## src/rtl/write_back_buffered.sv

```systemverilog
// Buffered write-back stage: result select, optional load extension (LOAD_EXT_EN),
// DEPTH-entry FIFO towards the register-file write port, and a retire counter.
module write_back_buffered #(
   parameter int DATA_W = 32,
   parameter int REG_AW = 5,
   parameter int DEPTH  = 2,
   parameter int CNT_W  = 32
) (
   input  logic              clk,
   input  logic              reset,
   input  logic              in_valid,
   output logic              in_ready,
   input  logic [1:0]        in_sel,
   input  logic [DATA_W-1:0] alu_result,
   input  logic [DATA_W-1:0] ext_const,
   input  logic [DATA_W-1:0] load_data,
   input  logic [DATA_W-1:0] pc_plus4,
   input  logic [REG_AW-1:0] in_rd,
   input  logic              in_reg_write,
   input  logic [1:0]        in_ld_size,
   input  logic              in_ld_unsigned,
   input  logic [1:0]        in_byte_off,
   input  logic              rf_ready,
   output logic              rf_we,
   output logic [REG_AW-1:0] rf_waddr,
   output logic [DATA_W-1:0] rf_wdata,
   output logic [CNT_W-1:0]  retire_cnt
);

   // Handshakes: a transfer happens on a rising edge where valid and ready are both 1.
   // Input side: in_valid/in_ready, in_ready from registered occupancy only.
   // Output side: rf_we acts as valid towards rf_ready; non-writing entries retire without rf_ready.

   localparam int PTR_W = (DEPTH > 1) ? $clog2(DEPTH) : 1;
   localparam int OCC_W = $clog2(DEPTH + 1);

   logic [OCC_W-1:0]  count;
   logic [PTR_W-1:0]  rd_ptr;
   logic [PTR_W-1:0]  wr_ptr;

   logic [DATA_W-1:0] mem_data [DEPTH];
   logic [REG_AW-1:0] mem_rd   [DEPTH];
   logic              mem_we   [DEPTH];

   logic [DATA_W-1:0] load_ext;
   logic [DATA_W-1:0] result;
   logic              we_eff;
   logic              head_valid;
   logic              head_we;
   logic              push;
   logic              pop;

`ifdef LOAD_EXT_EN
   logic [7:0]  ld_byte;
   logic [15:0] ld_half;

   always_comb begin
      ld_byte  = load_data[{in_byte_off, 3'b000} +: 8];
      ld_half  = load_data[{in_byte_off[1], 4'b0000} +: 16];
      load_ext = load_data;
      case (in_ld_size)
         2'b00:   load_ext = {{(DATA_W-8){~in_ld_unsigned & ld_byte[7]}}, ld_byte};
         2'b01:   load_ext = {{(DATA_W-16){~in_ld_unsigned & ld_half[15]}}, ld_half};
         default: load_ext = load_data;
      endcase
   end
`else
   logic unused_ld_ctrl;
   assign unused_ld_ctrl = ^{in_ld_size, in_ld_unsigned, in_byte_off};
   assign load_ext       = load_data;
`endif

   always_comb begin
      result = ext_const;
      case (in_sel)
         2'b00:   result = ext_const;
         2'b01:   result = alu_result;
         2'b10:   result = load_ext;
         default: result = pc_plus4;
      endcase
   end

   // x0 is hard-wired zero, so a write to it is dropped at enqueue time.
   assign we_eff     = in_reg_write & (in_rd != '0);

   assign head_valid = (count != '0);
   assign head_we    = head_valid & mem_we[rd_ptr];
   assign in_ready   = (count < OCC_W'(DEPTH));
   assign push       = in_valid & in_ready;
   assign pop        = head_valid & (rf_ready | ~head_we);

   assign rf_we      = head_we;
   assign rf_waddr   = head_valid ? mem_rd[rd_ptr]   : '0;
   assign rf_wdata   = head_valid ? mem_data[rd_ptr] : '0;

   function automatic logic [PTR_W-1:0] next_ptr(input logic [PTR_W-1:0] p);
      if (p == PTR_W'(DEPTH - 1)) return '0;
      return p + PTR_W'(1);
   endfunction

   always_ff @(posedge clk) begin
      if (push) begin
         mem_data[wr_ptr] <= result;
         mem_rd[wr_ptr]   <= in_rd;
         mem_we[wr_ptr]   <= we_eff;
      end
   end

   always_ff @(posedge clk or posedge reset) begin
      if (reset) begin
         count      <= '0;
         rd_ptr     <= '0;
         wr_ptr     <= '0;
         retire_cnt <= '0;
      end else begin
         if (push) wr_ptr <= next_ptr(wr_ptr);
         if (pop) begin
            rd_ptr     <= next_ptr(rd_ptr);
            retire_cnt <= retire_cnt + CNT_W'(1);
         end
         case ({push, pop})
            2'b10:   count <= count + OCC_W'(1);
            2'b01:   count <= count - OCC_W'(1);
            default: count <= count;
         endcase
      end
   end

endmodule
```

## config.mk

```make
export PLATFORM = sky130hd
export DESIGN_NAME = write_back_buffered
export DESIGN_NICKNAME = d
export VERILOG_FILES = /design/src/rtl/write_back_buffered.sv
export SDC_FILE = /design/constraint.sdc
export NUM_CORES = 1
export LEC_CHECK = 0
export ABC_AREA = 1
export CAP_MARGIN = 25
export CORE_UTILIZATION = 30
export CTS_CLUSTER_SIZE = 28
export DETAILED_ROUTE_END_ITERATION = 8
export PLACE_DENSITY = 0.71
export RECOVER_POWER = 25
export SLEW_MARGIN = 25
export SYNTH_ARGS = -nofsm -noshare
export SYNTH_HDL_FRONTEND = slang
export SYNTH_SLANG_ARGS = --single-unit
```

## constraint.sdc

```tcl
create_clock -name clk -period 2.6 [get_ports clk]
set_input_delay 0.78 -clock clk [delete_from_list [all_inputs] [get_ports clk]]
set_output_delay 0.78 -clock clk [all_outputs]
set_load 0.1 [all_outputs]
```

# Yosys cells after proc, flatten, opt, wreduce, memory -nomap -nowiden
# Memory sizes are Yosys's and may differ from the RTL's.
# Cells that the tools add are included.
word_totals:
  reg_bits: 36
  latchBits: 0
  ram_bits: 76
  mem_bits_ro: 0
  inputBits: 145
  word_cells: 41
  mem_count: 3
memory_table:
  columns: ["memory", "depth", "word_bits", "rd", "rd_ports_with_merged_regs", "write_ports", "line_no", "source"]
  rows:
  - ["mem_data", 2, 32, 1, 0, 1, "41", "logic [DATA_W-1:0] mem_data [DEPTH];"]
  - ["mem_rd", 2, 5, 1, 0, 1, "42", "logic [REG_AW-1:0] mem_rd [DEPTH];"]
  - ["mem_we", 2, 1, 1, 0, 1, "43", "logic mem_we [DEPTH];"]
classes:
  add_sub_neg: 5
  multipliers: 0
  div_mod_pow: 0
  order_cmp: 1
  eq_ne: 4
  shift: 0
  mux: 14
  bitwise: 6
  n_reduce_logical: 4
op_table:
  columns: ["op", "n"]
  rows:
  - ["one-hot mux 32 bit (3 select lines)", 1]
  - ["adder 32 x 1 -> 32 bit (second input constant)", 1]
  - ["two-way mux 32 bit", 1]
  - ["two-way mux 1 bit", 10]
  - ["two-way mux 5 bit", 1]
  - ["nonzero test 5 bit", 1]
  - ["AND 1 bit", 4]
  - ["equality test 2 x 1 -> 1 bit (second input constant)", 2]
  - ["equality test 2 bit (second input constant)", 2]
  - ["one-hot mux 2 bit (2 select lines)", 1]
  - ["nonzero test 2 bit", 2]
  - ["adder 1 bit (second input constant)", 2]
  - ["adder 2 x 1 -> 2 bit (second input constant)", 1]
  - ["zero test 2 bit", 1]
  - ["less-than comparator 2 bit (second input constant)", 1]
  - ["subtractor 2 x 1 -> 2 bit (second input constant)", 1]
  - ["NOT 1 bit", 1]
  - ["OR 1 bit", 1]

# Logic depth before layout (Yosys ltp)
logic_depth:
  word_depth: 7
  depth_mapped: 10
  depth_no_buf: 9

# Worst setup path after synthesis
# No wires, ideal clock.
synth_path:
  path_kind: "reg-to-reg"
  start: "reg count[1]"
  end: "mem mem_data[0][0] (enable)"
  setup_ns: 0.433
  t_arrival_ns: 2.915
  required_time_ns: 2.167
  path_slack_ns: -0.748
  path_stages_with_launch: 4
  period_less_slack_ns: 3.348
  cell_sequence: "dfrtp_1 inv_1 nand2_1 nor2_1"
synth_via:
  elab_chain_len: 4
synth_lines:
  columns: ["element", "line_no", "source"]
  rows:
  - ["start, declared", "37", "logic [OCC_W-1:0] count;"]
  - ["start signal, assigned", "122", "2'b10: count <= count + OCC_W'(1);"]
  - ["start signal, assigned", "123", "2'b01: count <= count - OCC_W'(1);"]
  - ["start signal, assigned", "124", "default: count <= count;"]
  - ["less-than comparator 2 bit", "88", "assign in_ready = (count < OCC_W'(DEPTH));"]
  - ["via in_ready", "12", "output logic in_ready,"]
  - ["AND 1 bit", "89", "assign push = in_valid & in_ready;"]
  - ["two-way mux 1 bit", "102", "if (push) begin"]
  - ["two-way mux 1 bit (not written as such)", "103", "mem_data[wr_ptr] <= result;"]
  - ["end, declared", "41", null]
# The timed path passes the listed nets, and every way through them passes these cells.

# Worst setup path after layout
layout_path:
  start: "in rf_ready"
  end: "reg retire_cnt[12]"
layout_via:
  elab_chain_len: 2
layout_lines:
  columns: ["element", "line_no", "source"]
  rows:
  - ["start, declared", "23", "input logic rf_ready,"]
  - ["OR 1 bit", "90", "assign pop = head_valid & (rf_ready | ~head_we);"]
  - ["AND 1 bit", "90", null]
  - ["end signal, assigned", "119", "retire_cnt <= retire_cnt + CNT_W'(1);"]
  - ["end, declared", "27", "output logic [CNT_W-1:0] retire_cnt"]
# No other way between the ends.
# A chain may end at the register's enable or synchronous reset.

==> metrics.csv <==
stage,metric,value,unit
status,status,"complete, but fails checks",
status,failing checks,DRC,
layout,Final #Nets,1012,
synthesis,Mapped Nets,792,
timing,fmax,415,MHz
setup_path,Crit path buffers/inverters,4,
synthesis,Async SR Flop Fraction,32.1,%
synthesis,area fraction in compound gates after synthesis,4.00,%
cts,hold-fix buffers at CTS,0,
global_route,largest net degree at the start of global routing,39,
floorplanning,Die X,138,um
route,WL/cell,14.0,um
pwr,leak pwr,0.00353,uW
cts,Clock Latency Late Sink,350,ps
floorplanning,row cnt,49,
timing,hold slack,512,ps
synthesis,Mapped Cells,645,
pwr,sequential share of power,21.7,%
global_route,vias in the first global route,5023,
cts,CTS tree,built,
route,drc violations,14,
synthesis,largest family of logic cells by synthesized area,simple AND/OR/NAND/NOR gates,
synthesis,Synth top area share,41.0,%
layout,register area,3180,um^2
setup_path,"slowest stage delay, CP",630,ps
hold_path,HP Class,reg2reg,
setup_path,Startpoint Class,input pin,
synthesis,Post-Synth Simple-Gate Area,30.1,%
synthesis,XOR/XNOR Fraction of Synth Area,3.62,%
timing,Max Slew Vio Count,0,
synthesis,Cell variety after synth,27,
timing,final hold vios,0,
floorplanning,Die Span Y,138,um
timing,unrepaired setup endpoints after global routing,false,
cts,Clock Pin Slew Worst Setup and Hold Paths,80,ps
floorplanning,die area,19100,um^2
pwr,Pwr Density,1230,nW/um^2
global_route,initial antenna violation count,0,
timing,min cycle time layout,2410,ps
layout,ANT cells,0,
setup_path,Reg2Reg Depth,11,
timing,Slew @ Worst Pin,891,ps
setup_path,Top Family by Delay on Critical Path,buffers and inverters,
synthesis,"FF+latch count, synth",112,
layout,FILL cells,1609,
cts,clock sink count,112,
pwr,Peak supply drop,0.554,mV
cts,H-tree level count,3,
synthesis,synthesized area per cell,8.63,um^2
pwr,sw power,5760,uW
synthesis,Synth Area in Adders,0.450,%
synthesis,Post-synth EDFFs,76,
layout,multi-input logic area,2520,um^2
cts,Max Root-Sink Buffers,2,
synthesis,most common cell in the netlist,nand2_1,
setup_path,crit-path cells,clkdlybuf4s50_1 > inv_1 > a21oi_2 > clkbuf_2 > inv_2 > nor2_2 > nand2_1 > nand2_1 > nand2_1,
synthesis,multiplexer area fraction after synthesis,0,%
route,Initial DRT Pass Iterations,6,
floorplanning,IO Pins,216,
synthesis,most frequent cells after synthesis,"nand2_1 (292), edfxtp_1 (76), nand4_1 (41)",
setup_path,cell mode on critical path,nand2_1,
pwr,combinational power share,66.6,%
cts,CTS Buf Count,9,
hold_path,worst hold path cell count,2,
timing,setup TNS,0,ps
global_route,first-pass GRT wire length,25000,um
pwr,Clock Power Share,11.7,%
global_route,Total GRT Usage,16.6,%
place,Post-DP HPWL,11900,um
route,vias,5131,
route,final antenna-violating net count,0,
route,final WL,15400,um
cts,Setup Buffers After CTS,0,
synthesis,library cell with the largest summed area after synthesis,edfxtp_1,
synthesis,sequential area share after synthesis,57.2,%
synthesis,"Primary FF master, synth",edfxtp_1,
setup_path,"Max FO, Critical Path",38,
synthesis,Synth area leaders,"edfxtp_1 (41%), nand2_1 (20%), dfrtp_1 (16%)",
hold_path,WHS Endpoint,retire_cnt[31],
route,DR iter-0 viols,227,
floorplanning,total core area,18100,um^2
global_route,gr ovfl total,0,
setup_path,r2r endpoint,retire_cnt[12],
setup_path,Crit path required time,2840,ps
cts,PostCTS Resize Cnt,0,
pwr,Internal Power,5420,uW
synthesis,Mapped Area,5570,um^2
setup_path,crit path DAT,2650,ps
setup_path,Crit Path Category,in2reg,
setup_path,Worst path slowest cell,clkbuf_2,
timing,Clock Skews,9.36,ps
place,Routability Congestion,0.854,
layout,layout cells sized above 1,18.7,%
setup_path,reg2reg start,rd_ptr,
timing,worst rel slew slack,40.6,%
pwr,Sw Ratio,51.5,%
synthesis,number of synthesis warnings,0,
route,Vias/cell,4.67,
place,IO Port Bufs,210,
setup_path,r2r setup slk,260,ps
run,max cap viols,0,
setup_path,crit end category,register,
timing,Final period util,92.8,%
layout,P&R area growth vs syn,63.5,%
timing,final setup violation count,0,
cts,clock root buffer,clkbuf_16,
floorplanning,initial core utilization,30.8,%
hold_path,Hold Startpoint,retire_cnt[31],
[worst max-delay path by stage]
stage,cells after the start,end,slack [ps],startpoint
after CTS,4,rf_wdata[10],40,count[0]
after global routing,11,retire_cnt[12],50,rd_ptr
after floorplan,4,rf_waddr[0],130,rd_ptr
after detailed placement,5,mem_data[1][29],-30,in_sel[1]
after global placement,5,mem_data[0][28],10,in_sel[1]
final,9,retire_cnt[12],190,rf_ready
[logic make-up (layout without fill, tap and decap cells)]
group | after synthesis | after routing
AOI/OAI and AO/OA | 43 | 43
DFF | 112 | 112
xor gates and xnor gates | 23 | 23
buffers and inverters | 61 | 286
and+or+nand+nor | 404 | 404
adders and majority gates | 2 | 2
[sequential cells by signal (all words and copies together), names as in the netlist]
signal / count
mem_data: 64
retire_cnt: 32
mem_we: 2
mem_rd: 10
rd_ptr: 1
wr_ptr: 1
count: 2
[layout make-up]
class / count / area share, %
clock buffer: 9 / 2.47
timing repair buffer: 237 / 29.7
multi-input combinational: 472 / 27.7
tap: 229 / 3.15
sequential: 112 / 35.0
clock inverter: 7 / 0.591
inverter: 33 / 1.36
[power by group through the flow]
stage               Combinational [uW]  Clock [uW]  Sequential (uW)
floorplan                         4420           0             2820
global placement                  7440           0             2460
detailed placement                7490           0             2470
CTS                               7500        1340             2440
global route                      7760        1410             2470
finish                            7450        1310             2430
[worst min-delay path, cell delays in order, from the launching register on]
cell,delay (ps)
dfrtp_1,370
nand2_1,60
nand2_1,50
[routing by layer]
metal	part of all wire [%]	vias up	global-route usage, %
li1	-	2562	-
met1	39	2385	18.3
met2	52	166	30.5
met3	6.3	18	4.54
met4	2.2	0	6.21
met5	0	-	0
[through the flow]
step	power, uW	worst slack, ps	instances	instance area, um^2	util, %
floorplan	7240	134	645	5950	-
global placement	9910	11.5	1078	8800	48.6
CTS	11300	38.0	1094	9070	50.2
finish	11200	188	1099	9100	50.3
detailed placement	9960	-30.3	1078	8800	48.6
global route	11600	47.0	1099	9100	50.3
[cell usage in the layout (no fill, tap or decap), types with 9 or more instances in the layout]
cell	Yosys	layout
nand4_1	41	41
buf_4	1	48
dfrtp_1	36	36
nor2_1	40	34
edfxtp_1	76	76
a21oi_4	0	30
a21oi_2	1	9
xnor2_1	13	13
inv_1	31	32
xor2_1	10	10
nand3_1	19	19
clkbuf_16	0	9
buf_12	0	47
nand2_1	292	292
clkdlybuf4s50_1	0	133
Power figures use the tool's default switching activity.
